===== config.mk =====
export PLATFORM = sky130hd
export DESIGN_NAME = lsb_queue
export DESIGN_NICKNAME = d
export VERILOG_FILES = /design/src/rtl/lsb_queue.sv
export SDC_FILE = /design/constraint.sdc
export NUM_CORES = 1
export LEC_CHECK = 0
export CORE_MARGIN = 2
export CORE_UTILIZATION = 50
export DETAILED_ROUTE_END_ITERATION = 10
export PLACE_DENSITY_LB_ADDON = 0.05
export SYNTH_ARGS = -nofsm -noshare
export SYNTH_HDL_FRONTEND = slang
export SYNTH_SLANG_ARGS = --single-unit

===== constraint.sdc =====
create_clock -name clk_in -period 5.7 [get_ports clk_in]
set_input_delay 1.14 -clock clk_in [delete_from_list [all_inputs] [get_ports clk_in]]
set_output_delay 1.14 -clock clk_in [all_outputs]
set_load 0.05 [all_outputs]

===== src/rtl/lsb_queue.sv =====
// rtl/lsb_queue.sv - load/store buffer: in-order memory access queue with ROB commit and flush
// Define LSB_TRACE_EN to print every memory completion.

module lsb_queue #(
  parameter int ROB_WIDTH = 4,
  parameter int LSB_WIDTH = 3,
  parameter int LSB_SIZE  = 8
) (
  input  logic                 clk_in,
  input  logic                 rst_in,
  input  logic                 rdy_in,
  input  logic                 clear,
  input  logic                 from_issue,
  input  logic [ROB_WIDTH-1:0] from_issue_tag,
  input  logic                 from_issue_store,
  input  logic [2:0]           from_issue_funct3,
  input  logic [31:0]          from_issue_addr,
  input  logic [31:0]          from_issue_sdata,
  output logic                 to_issue_full,
  input  logic                 from_rob_commit,
  input  logic [ROB_WIDTH-1:0] from_rob_commit_tag,
  output logic                 to_rob,
  output logic [ROB_WIDTH-1:0] to_rob_tag,
  output logic [31:0]          to_rob_wdata,
  output logic                 mem_req,
  output logic                 mem_we,
  output logic [31:0]          mem_addr,
  output logic [31:0]          mem_wdata,
  output logic [1:0]           mem_width,
  input  logic                 mem_done,
  input  logic [31:0]          mem_rdata
);

  typedef enum logic [1:0] {S_IDLE, S_LOAD_WAIT, S_LOAD_HELD, S_STORE_WAIT} state_t;

  localparam logic [LSB_WIDTH-1:0] PTR_ONE  = LSB_WIDTH'(1);
  localparam logic [LSB_WIDTH-1:0] FULL_LVL = LSB_WIDTH'(LSB_SIZE - 1);

  logic [ROB_WIDTH-1:0] r_tag    [LSB_SIZE];
  logic [2:0]           r_funct3 [LSB_SIZE];
  logic [31:0]          r_addr   [LSB_SIZE];
  logic [31:0]          r_sdata  [LSB_SIZE];
  logic [LSB_SIZE-1:0]  r_store;
  logic [LSB_SIZE-1:0]  r_rep;

  logic [LSB_WIDTH-1:0] r_head, r_cptr, r_tail;
  logic                 r_full, r_kill;
  state_t               r_state, w_state_next;
  logic                 r_to_rob;
  logic [ROB_WIDTH-1:0] r_to_rob_tag, r_cur_tag;
  logic [31:0]          r_to_rob_wdata, r_mem_addr, r_mem_wdata;
  logic                 r_mem_req, r_mem_we;
  logic [1:0]           r_mem_width;
  logic [2:0]           r_cur_funct3;

  logic                 w_accept, w_commit, w_head_drop, w_mem_fin;
  logic                 w_start_load, w_start_store, w_dequeue, w_load_rep, w_kill_set;
  logic                 w_st_found;
  logic [LSB_WIDTH-1:0] w_cptr_next, w_tail_next, w_head_next, w_occ_next, w_pend, w_k, w_st_idx;
  logic [31:0]          w_ext;

  assign w_accept    = from_issue && !clear && !r_full;
  assign w_commit    = from_rob_commit && (r_cptr != r_tail) && (from_rob_commit_tag == r_tag[r_cptr]);
  assign w_cptr_next = w_commit ? r_cptr + PTR_ONE : r_cptr;
  assign w_tail_next = clear ? w_cptr_next : (w_accept ? r_tail + PTR_ONE : r_tail);
  assign w_head_next = w_dequeue ? r_head + PTR_ONE : r_head;
  assign w_occ_next  = w_tail_next - w_head_next;
  assign w_pend      = r_tail - r_cptr;
  // Head entry is uncommitted and about to be flushed this cycle.
  assign w_head_drop = clear && (r_head == w_cptr_next) && (r_head != r_tail);
  assign w_mem_fin   = mem_done && ((r_state == S_LOAD_WAIT) || (r_state == S_STORE_WAIT));

  always_ff @(posedge clk_in or posedge rst_in) begin
    if (rst_in) r_state <= S_IDLE;
    else if (rdy_in) r_state <= w_state_next;
  end

  always_comb begin
    w_state_next  = r_state;
    w_start_load  = 1'b0;
    w_start_store = 1'b0;
    w_dequeue     = 1'b0;
    w_load_rep    = 1'b0;
    w_kill_set    = 1'b0;
    case (r_state)
      S_IDLE: begin
        if ((r_head != r_tail) && !w_head_drop) begin
          if (!r_store[r_head]) begin
            w_start_load = 1'b1;
            w_state_next = S_LOAD_WAIT;
          end else if (r_head != r_cptr) begin
            w_start_store = 1'b1;
            w_state_next  = S_STORE_WAIT;
          end
        end
      end
      S_LOAD_WAIT: begin
        if (mem_done) begin
          w_load_rep   = !(r_kill || w_head_drop);
          w_state_next = (r_kill || w_head_drop) ? S_IDLE : S_LOAD_HELD;
        end else if (w_head_drop) begin
          w_kill_set = 1'b1;
        end
      end
      S_LOAD_HELD: begin
        if (w_head_drop) begin
          w_state_next = S_IDLE;
        end else if (r_head != r_cptr) begin
          w_dequeue    = 1'b1;
          w_state_next = S_IDLE;
        end
      end
      S_STORE_WAIT: begin
        if (mem_done) begin
          w_dequeue    = 1'b1;
          w_state_next = S_IDLE;
        end
      end
      default: w_state_next = S_IDLE;
    endcase
  end

  // Oldest uncommitted store not yet reported to the ROB.
  always_comb begin
    w_st_found = 1'b0;
    w_st_idx   = r_cptr;
    w_k        = r_cptr;
    for (int k = 0; k < LSB_SIZE; k++) begin
      w_k = r_cptr + LSB_WIDTH'(k);
      if (!w_st_found && (LSB_WIDTH'(k) < w_pend) && r_store[w_k] && !r_rep[w_k]) begin
        w_st_found = 1'b1;
        w_st_idx   = w_k;
      end
    end
    if (clear) w_st_found = 1'b0;
  end

  always_comb begin
    case (r_cur_funct3)
      3'b000:  w_ext = {{24{mem_rdata[7]}}, mem_rdata[7:0]};
      3'b001:  w_ext = {{16{mem_rdata[15]}}, mem_rdata[15:0]};
      3'b100:  w_ext = {24'd0, mem_rdata[7:0]};
      3'b101:  w_ext = {16'd0, mem_rdata[15:0]};
      default: w_ext = mem_rdata;
    endcase
  end

  always_ff @(posedge clk_in) begin
    if (rdy_in && w_accept) begin
      r_tag[r_tail]    <= from_issue_tag;
      r_funct3[r_tail] <= from_issue_funct3;
      r_addr[r_tail]   <= from_issue_addr;
      r_sdata[r_tail]  <= from_issue_sdata;
      r_store[r_tail]  <= from_issue_store;
    end
  end

  always_ff @(posedge clk_in or posedge rst_in) begin
    if (rst_in) begin
      r_head         <= '0;
      r_cptr         <= '0;
      r_tail         <= '0;
      r_full         <= 1'b0;
      r_rep          <= '0;
      r_kill         <= 1'b0;
      r_to_rob       <= 1'b0;
      r_to_rob_tag   <= '0;
      r_to_rob_wdata <= '0;
      r_mem_req      <= 1'b0;
      r_mem_we       <= 1'b0;
      r_mem_addr     <= '0;
      r_mem_wdata    <= '0;
      r_mem_width    <= '0;
      r_cur_tag      <= '0;
      r_cur_funct3   <= '0;
    end else if (rdy_in) begin
      r_head <= w_head_next;
      r_cptr <= w_cptr_next;
      r_tail <= w_tail_next;
      r_full <= (w_occ_next >= FULL_LVL);
      if (w_accept) r_rep[r_tail] <= 1'b0;
      r_to_rob <= 1'b0;
      if (w_load_rep) begin
        r_to_rob       <= 1'b1;
        r_to_rob_tag   <= r_cur_tag;
        r_to_rob_wdata <= w_ext;
        r_rep[r_head]  <= 1'b1;
      end else if (w_st_found) begin
        r_to_rob        <= 1'b1;
        r_to_rob_tag    <= r_tag[w_st_idx];
        r_to_rob_wdata  <= '0;
        r_rep[w_st_idx] <= 1'b1;
      end
      if (w_start_load || w_start_store) begin
        r_mem_req    <= 1'b1;
        r_mem_we     <= w_start_store;
        r_mem_addr   <= r_addr[r_head];
        r_mem_wdata  <= w_start_store ? r_sdata[r_head] : 32'd0;
        r_mem_width  <= r_funct3[r_head][1:0];
        r_cur_tag    <= r_tag[r_head];
        r_cur_funct3 <= r_funct3[r_head];
      end else if (w_mem_fin) begin
        r_mem_req <= 1'b0;
        r_mem_we  <= 1'b0;
      end
      if (w_kill_set) r_kill <= 1'b1;
      else if (w_mem_fin) r_kill <= 1'b0;
    end
  end

`ifdef LSB_TRACE_EN
  always_ff @(posedge clk_in) begin
    if (!rst_in && rdy_in && w_mem_fin)
      $display("lsb_queue: %s tag=%0d addr=%h data=%h", r_mem_we ? "store" : "load",
               r_cur_tag, r_mem_addr, r_mem_we ? r_mem_wdata : mem_rdata);
  end
`else
`endif

  assign to_issue_full = r_full;
  assign to_rob        = r_to_rob;
  assign to_rob_tag    = r_to_rob_tag;
  assign to_rob_wdata  = r_to_rob_wdata;
  assign mem_req       = r_mem_req;
  assign mem_we        = r_mem_we;
  assign mem_addr      = r_mem_addr;
  assign mem_wdata     = r_mem_wdata;
  assign mem_width     = r_mem_width;

endmodule

== Yosys cells after proc, flatten, opt, wreduce, memory -nomap -nowiden ==
Memory sizes are Yosys's and may differ from the RTL's. A register that Yosys moved wholly into a read port is not among the register bits.
Index checks and enable logic that the tools add are counted.

* Add/subtract/negate cells: 11
* Reduce and logical (&&, ||, !) cells: 67
* Bitwise logic cells: 4
* Muxes and demuxes: 103
* Eq/ne operators: 16
* $lt $le $gt $ge: 23

{| class="wikitable"
|+ Operator list
! cell !! count
|-
| one-hot mux 32 bit (4 select lines) || 1
|-
| 2-to-1 mux 32 bit || 3
|-
| binary-select mux 1 bit (select 3 bit) || 17
|-
| 2-to-1 mux 1 bit || 51
|-
| < comparator 3 x 4 -> 1 bit (second input constant) || 11
|-
| logical AND 1 bit || 35
|-
| 2-to-1 mux 3 bit || 11
|-
| 2-to-1 mux 8 bit || 4
|-
| logical NOT 1 bit || 19
|-
| 2-to-1 mux 2 bit || 8
|-
| OR 8 bit || 2
|-
| adder 3 bit (second input constant) || 4
|-
| < comparator 3 bit (first input constant) || 4
|-
| adder 3 x 1 -> 3 bit (second input constant) || 3
|-
| demux 1 bit (select 3 bit) || 3
|-
| >= comparator 3 x 1 -> 1 bit (second input constant) || 3
|-
| inequality test 3 bit || 3
|-
| AND 8 bit || 1
|-
| bitwise mux 8 bit || 1
|-
| 2-to-1 mux 4 bit || 2
|-
| NOT 8 bit || 1
|-
| one-hot mux 2 bit (4 select lines) || 1
|-
| AND reduction 2 bit || 4
|-
| adder 3 x 2 -> 3 bit (second input constant) || 2
|-
| other kinds (18) || 30
|}

* Register bits after elaboration: 105
* Bits in writable memories: 568
* Memories kept: 4
* Output and inout bits: 106
* Input port bits: 115

{| class="wikitable"
|+ Memory list
! name !! depth !! bits a word !! rd ports !! clocked after Yosys merged registers in !! wr ports !! RTL line !! RTL
|-
| r_addr || 8 || 32 || 1 || 1 || 1 || 41 || <nowiki>logic [31:0] r_addr [LSB_SIZE];</nowiki>
|-
| r_sdata || 8 || 32 || 1 || 0 || 1 || 42 || <nowiki>logic [31:0] r_sdata [LSB_SIZE];</nowiki>
|-
| r_tag || 8 || 4 || 3 || 1 || 1 || 39 || <nowiki>logic [ROB_WIDTH-1:0] r_tag [LSB_SIZE];</nowiki>
|-
| r_funct3 || 8 || 3 || 1 || 0 || 1 || 40 || <nowiki>logic [2:0] r_funct3 [LSB_SIZE];</nowiki>
|}

== Logic depth before layout (Yosys ltp) ==
Gate-level depths: netlist of the first run.

* Depth after elaboration: 47
* Gate-level depth with buffers: 20
* Mapped depth without buffers: 17

== Worst setup path after synthesis of the first run ==
No wires, ideal clock.

* Path kind: input-to-reg
* Start: input clear
* End: memory r_addr[2][0] (enable)
* Stages on the path: 4
* Buffers on the path: 1
* Data arrival time: 4698 ps
* Setup slack: 499 ps
* Cells stage by stage: clkbuf_1 > nor3_1 > nand2b_1 > nor2_1

* Word-level cells in the longest chain between the ends: 6

{| class="wikitable"
|+ Ends and longest elaborated chain
! element !! RTL line !! RTL
|-
| start: declaration || 12 || <nowiki>input logic clear,</nowiki>
|-
| logical NOT 1 bit || 62 || <nowiki>assign w_accept = from_issue && !clear && !r_full;</nowiki>
|-
| logical AND 1 bit (2 in series) || 62 ||
|-
| logical AND 1 bit || 149 || <nowiki>if (rdy_in && w_accept) begin</nowiki>
|-
| 2-to-1 mux 1 bit || 149 ||
|-
| 2-to-1 mux 1 bit (implied by the code) || 152 || <nowiki>r_addr[r_tail] <= from_issue_addr;</nowiki>
|-
| end: declaration || 41 ||
|}

Every way passes these cells.

== Worst setup path in the final report of the first run ==
* Start: register r_cptr[2]
* End: register r_full (netlist: to_issue_full)

* Word-level cells in the longest chain between the ends: 12
* Elaborated cells between the ends (all ways): 18
* Those cells by class: add/sub (2); order compare (1); eq/ne (4); mux (6); reduce/logical (4); memory (1)

{| class="wikitable"
|+ Ends and longest elaborated chain
! element !! RTL line !! RTL
|-
| start: declaration || 46 || <nowiki>logic [LSB_WIDTH-1:0] r_head, r_cptr, r_tail;</nowiki>
|-
| start signal: assignment || 178 || <nowiki>r_cptr <= w_cptr_next;</nowiki>
|-
| memory read (8 x 4 bit) or inequality test 3 bit (tied branches) || -- ||
|-
| == test 4 bit or logical AND 1 bit (tied branches) || 63 || <nowiki>assign w_commit = from_rob_commit && (r_cptr != r_tail) && (from_rob_commit_tag == r_tag[r_cptr]);</nowiki>
|-
| logical AND 1 bit || 63 ||
|-
| 2-to-1 mux 3 bit || 64 || <nowiki>assign w_cptr_next = w_commit ? r_cptr + PTR_ONE : r_cptr;</nowiki>
|-
| == test 3 bit || 70 || <nowiki>assign w_head_drop = clear && (r_head == w_cptr_next) && (r_head != r_tail);</nowiki>
|-
| logical AND 1 bit (2 in series) || 70 ||
|-
| 2-to-1 mux 1 bit * || 106 || <nowiki>if (w_head_drop) begin</nowiki>
|-
| one-hot mux 1 bit (2 select lines) * || 85 || <nowiki>case (r_state)</nowiki>
|-
| 2-to-1 mux 3 bit * || 66 || <nowiki>assign w_head_next = w_dequeue ? r_head + PTR_ONE : r_head;</nowiki>
|-
| named net w_head_next[0] || 59 || <nowiki>logic [LSB_WIDTH-1:0] w_cptr_next, w_tail_next, w_head_next, w_occ_next, w_pend, w_k, w_st_idx;</nowiki>
|-
| subtractor 3 bit * || 67 || <nowiki>assign w_occ_next = w_tail_next - w_head_next;</nowiki>
|-
| >= comparator 3 bit * || 180 || <nowiki>r_full <= (w_occ_next >= FULL_LVL);</nowiki>
|-
| end signal: assignment || 180 ||
|-
| end: declaration || 47 || <nowiki>logic r_full, r_kill;</nowiki>
|}

The timed path passes the listed nets; every way through them passes the cells marked *.
A chain may end at the register's enable or synchronous reset.

==> impl_results.md, run 1 <==
* Psw at 0.00702 W
* Worst relative slew slack at between 20% and 30%
* Tmin final at just under 5 ns
* Proportion of netlist area held by the largest area contributor at between 60% and 70%
* Die Wd at roughly 240 µm
* Clk Latency, worst-skew pair at roughly 0.62 ns
* Clock share of power at 26.3%
* Startpoint Class: register
* Hold_buf cts at 0
* Post-synth EDFFs at approximately 580
* CP dominant cell by count: xnor2_1
* Post-Syn Area per Cell at about 16 µm²
* Logic pwr share at 38.5%
* Fin crit share at 87.0%
* Reg power frac at 35.3%
* Status: finished clean
* Synth async-reset ratio at 18.5%
* Slew Viols, Final at 0
* VDD IR-drop max at about 0.35 mV
* Max incr delay on CP at ~0.91 ns
* Final Cell Area at about 33000 µm²
* CTS sink cnt at just over 700
* Clock buffer depth at 3
* Setup Fix Bufs, Post-CTS at 0
* Reg2Reg Capture Point: to_issue_full
* Setup TNS at 0 ns
* Core Area at 54800 µm²
* WP data arrival at 5.46 ns
* WL/cell at ~27 µm
* Clk_skew at 0.0362 ns
* Die Ht at between 200 and 250 µm
* CTS tree: done
* Vias per cell at ~6.3
* Slew @ Worst Pin at between 1 and 1.5 ns
* Die area at 56900 µm²
* Hold path endpoint: to_rob_wdata[24]
* Remaining antenna violation count at 0
* CP Max Fanout at 17
* Fmax at ~200 MHz
* Final number of hold-violating endpoints at 0
* Via count at between 15000 and 20000
* Worst-path cell chain: mux4_2 -> mux2i_1 -> xnor2_1 -> nor4_4 -> mux2i_1 -> o31ai_1 -> and2_1 -> xor2_1 -> ha_1 -> inv_1 -> fa_1 -> xnor2_1 -> xnor2_1 -> xnor2_1 -> o32ai_1
* Syn Inst Count at ~1700
* Ys flop type: edfxtp_1
* I/O pins at ~220
* Leakage at 11.2 nW
* Initial antenna violation count at 7
* MaxCap Viol Count at 0
* Total track usage at between 20% and 30%
* Buffers on Ports at 220
* First DRT Iteration DRCs at 1575
* Gr ovfl total at 0
* Initial DRT Pass Iterations at 5
* Share of cells above drive strength 1 at 11.4%
* Starting Density at 50.3%
* Largest net degree at the start of global routing at 82
* Slowest CP cell: dfrtp_1
* Internal power at 0.0116 W
* Top cells by area, synth: edfxtp_1 (63%), dfrtp_1 (12%), a22o_1 (4.0%)
* Area delta synth->final at 20.2%
* Post-synthesis sequential area ratio at between 70 and 80%
* DR DRC count at 0
* RSZ-0062 raised after global routing: false
* Hold Crit Class: reg -> reg
* Final nets at slightly above 2000
* Yosys warns at 0
* P per Cell Area at around 560 nW/µm²
* Drt total wl at 72000 µm
* Clock transition at path regs at about 0.060 ns
* Gp weighted congestion at ~0.88
* Root Buffer: clkbuf_16
* Dpl hpwl at approximately 39000 µm
* CTS Buf Count at 73
* Largest area contributor in the netlist: edfxtp_1
* Post-Syn Nets at 1836
* Distinct cell type count after synthesis at 75
* Nature of the critical path endpoint: register
* Worst EP required at slightly above 6 ns
* Standard-cell rows at 86
* Post-DP Area at between 30000 and 40000 µm²
* Worst-case reg-to-reg path depth at 15
* CTS H-tree depth at 3
* Cell area after synthesis at around 28000 µm²
* First-pass GRT wire length at around 110000 µm
* R2R setup slack at 0.74 ns
* Hold_sp: to_rob_wdata[24]
* Hold depth at 2
* Yosys reg bits at ~710
* Reg-to-reg startpoint: r_cptr[2]
* Sw frac at between 30% and 40%
* Setup Viol. Count Final at 0
* WS Path Type: reg -> reg
* Vias in the first global route at ~17000
* Post_cts resized at 0
-- worst max-delay path by stage --
stage	from	end	slack, ns	cells past startpoint
2_1_floorplan	clear	r_addr[2][0]	0.50	4
3_3_place_gp	from_rob_commit	to_issue_full	0.86	15
3_5_place_dp	from_rob_commit	to_issue_full	0.74	15
4_1_cts	r_cptr[2]	to_issue_full	0.77	15
5_1_grt	r_cptr[2]	to_issue_full	0.44	15
6_report	r_cptr[2]	to_issue_full	0.74	15
-- stage by stage --
stage               util [%]  hold WS [ns]  cells  setup slack (ns)  total power [W]
floorplan                  -         0.495   1712             0.499           0.0116
global placement        55.9         0.462   2561             0.856           0.0138
detailed placement      55.9         0.473   2561             0.738           0.0138
CTS                     60.4         0.487   2697             0.769           0.0187
global route            60.4         0.508   2698             0.438           0.0195
finish                  60.4         0.480   2698             0.742           0.0186
-- final cells by class --
type	instances	area, µm²
Sequential cell	707	20600
Timing Repair Buffer	266	2610
Antenna cell	1	2.50
Clock buffer	106	2040
Clock inverter	30	437
Fill cell	4136	21700
Inverter	19	76.3
Multi-Input combinational cell	865	6470
Tap cell	704	881
-- kinds of logic (layout without fill, tap and decap cells) --
kind of cell / after synthesis / in the layout / synth area share [%]
adders and majority gates: 9 / 9 / 0.464
DFF: 707 / 707 / 74.7
AOI/OAI and AO/OA: 500 / 500 / 13.7
and+or+nand+nor: 278 / 278 / 5.30
buffers and inverters: 140 / 421 / 2.15
other: 0 / 1 / 0
muxes: 50 / 50 / 2.70
xor gates and xnor gates: 28 / 28 / 0.941
-- cell usage in the layout (no fill, tap or decap), types with 7 or more instances in the layout --
master,instances
clkbuf_16,73
nor4_1,31
buf_4,41
a22o_1,126
nand2b_1,14
o211ai_1,13
mux4_2,17
ha_1,7
a21oi_1,13
o221ai_1,11
nor2_1,60
nor2_4,9
o22ai_1,125
dfrtp_1,131
a22oi_1,9
a221oi_1,80
o21ai_0,36
clkbuf_1,24
mux2i_1,17
nand3_1,21
inv_1,18
bufinv_16,8
a31oi_1,41
mux2_2,15
edfxtp_1,576
xnor2_1,21
clkbuf_8,9
nor2b_1,23
nor3_1,7
clkdlybuf4s50_1,220
nand2_1,67
clkinv_2,7
-- cells in the mapped netlist (all sizes together), types with 21 or more instances --
library cell,number
a221oi,81
a22o,126
a31oi,41
buf,27
clkbuf,94
dfrtp,131
edfxtp,576
nand2,68
nand3,21
nor2,69
nor2b,23
nor4,33
o21ai,41
o22ai,125
xnor2,21
-- worst max-delay path, delay by kind of cell (launching register included) --
kind            cells  cell delay, ns
xor+xnor            5            0.77
flops               1            0.91
simple gates        2            0.86
fa+ha+maj           2            0.56
buf+inv             1            0.05
mux                 3            1.32
compound gates      2            0.35
-- sequential cells by signal (all words and copies together), names as in the netlist, 2 cells and up --
name / cells
r_cur_funct3: 2
mem_wdata: 32
r_state: 2
r_sdata: 256
r_rep: 8
r_addr: 256
r_tag: 32
r_head: 3
r_cur_tag: 4
to_rob_tag: 4
r_store: 8
r_cptr: 3
r_funct3: 24
to_rob_wdata: 32
r_tail: 3
mem_addr: 32
-- layer usage --
layer | GRT usage (%) | part of all wire (%) | vias to the layer above
li1 | - | - | 7405
met1 | 36.5 | 44 | 8760
met2 | 40.3 | 48 | 581
met3 | 4.50 | 6.3 | 110
met4 | 6.06 | 2.0 | 12
met5 | 0 | 0.11 | -
-- power by group through the flow --
stage	sequential, W	combinational, W	clock (W)
2_1_floorplan	0.00742	0.00414	0
3_3_place_gp	0.00666	0.00710	0
3_5_place_dp	0.00667	0.00715	0
4_1_cts	0.00658	0.00717	0.00496
5_1_grt	0.00664	0.00770	0.00516
6_report	0.00657	0.00717	0.00489
(Power assumes the default switching activity.)
==> inputs of run 2 (changes only) <==
- SLEW_MARGIN: default -> 20
==> results of run 2 <==
No change in the layout: final DEF, timing and power equal those of run 1.
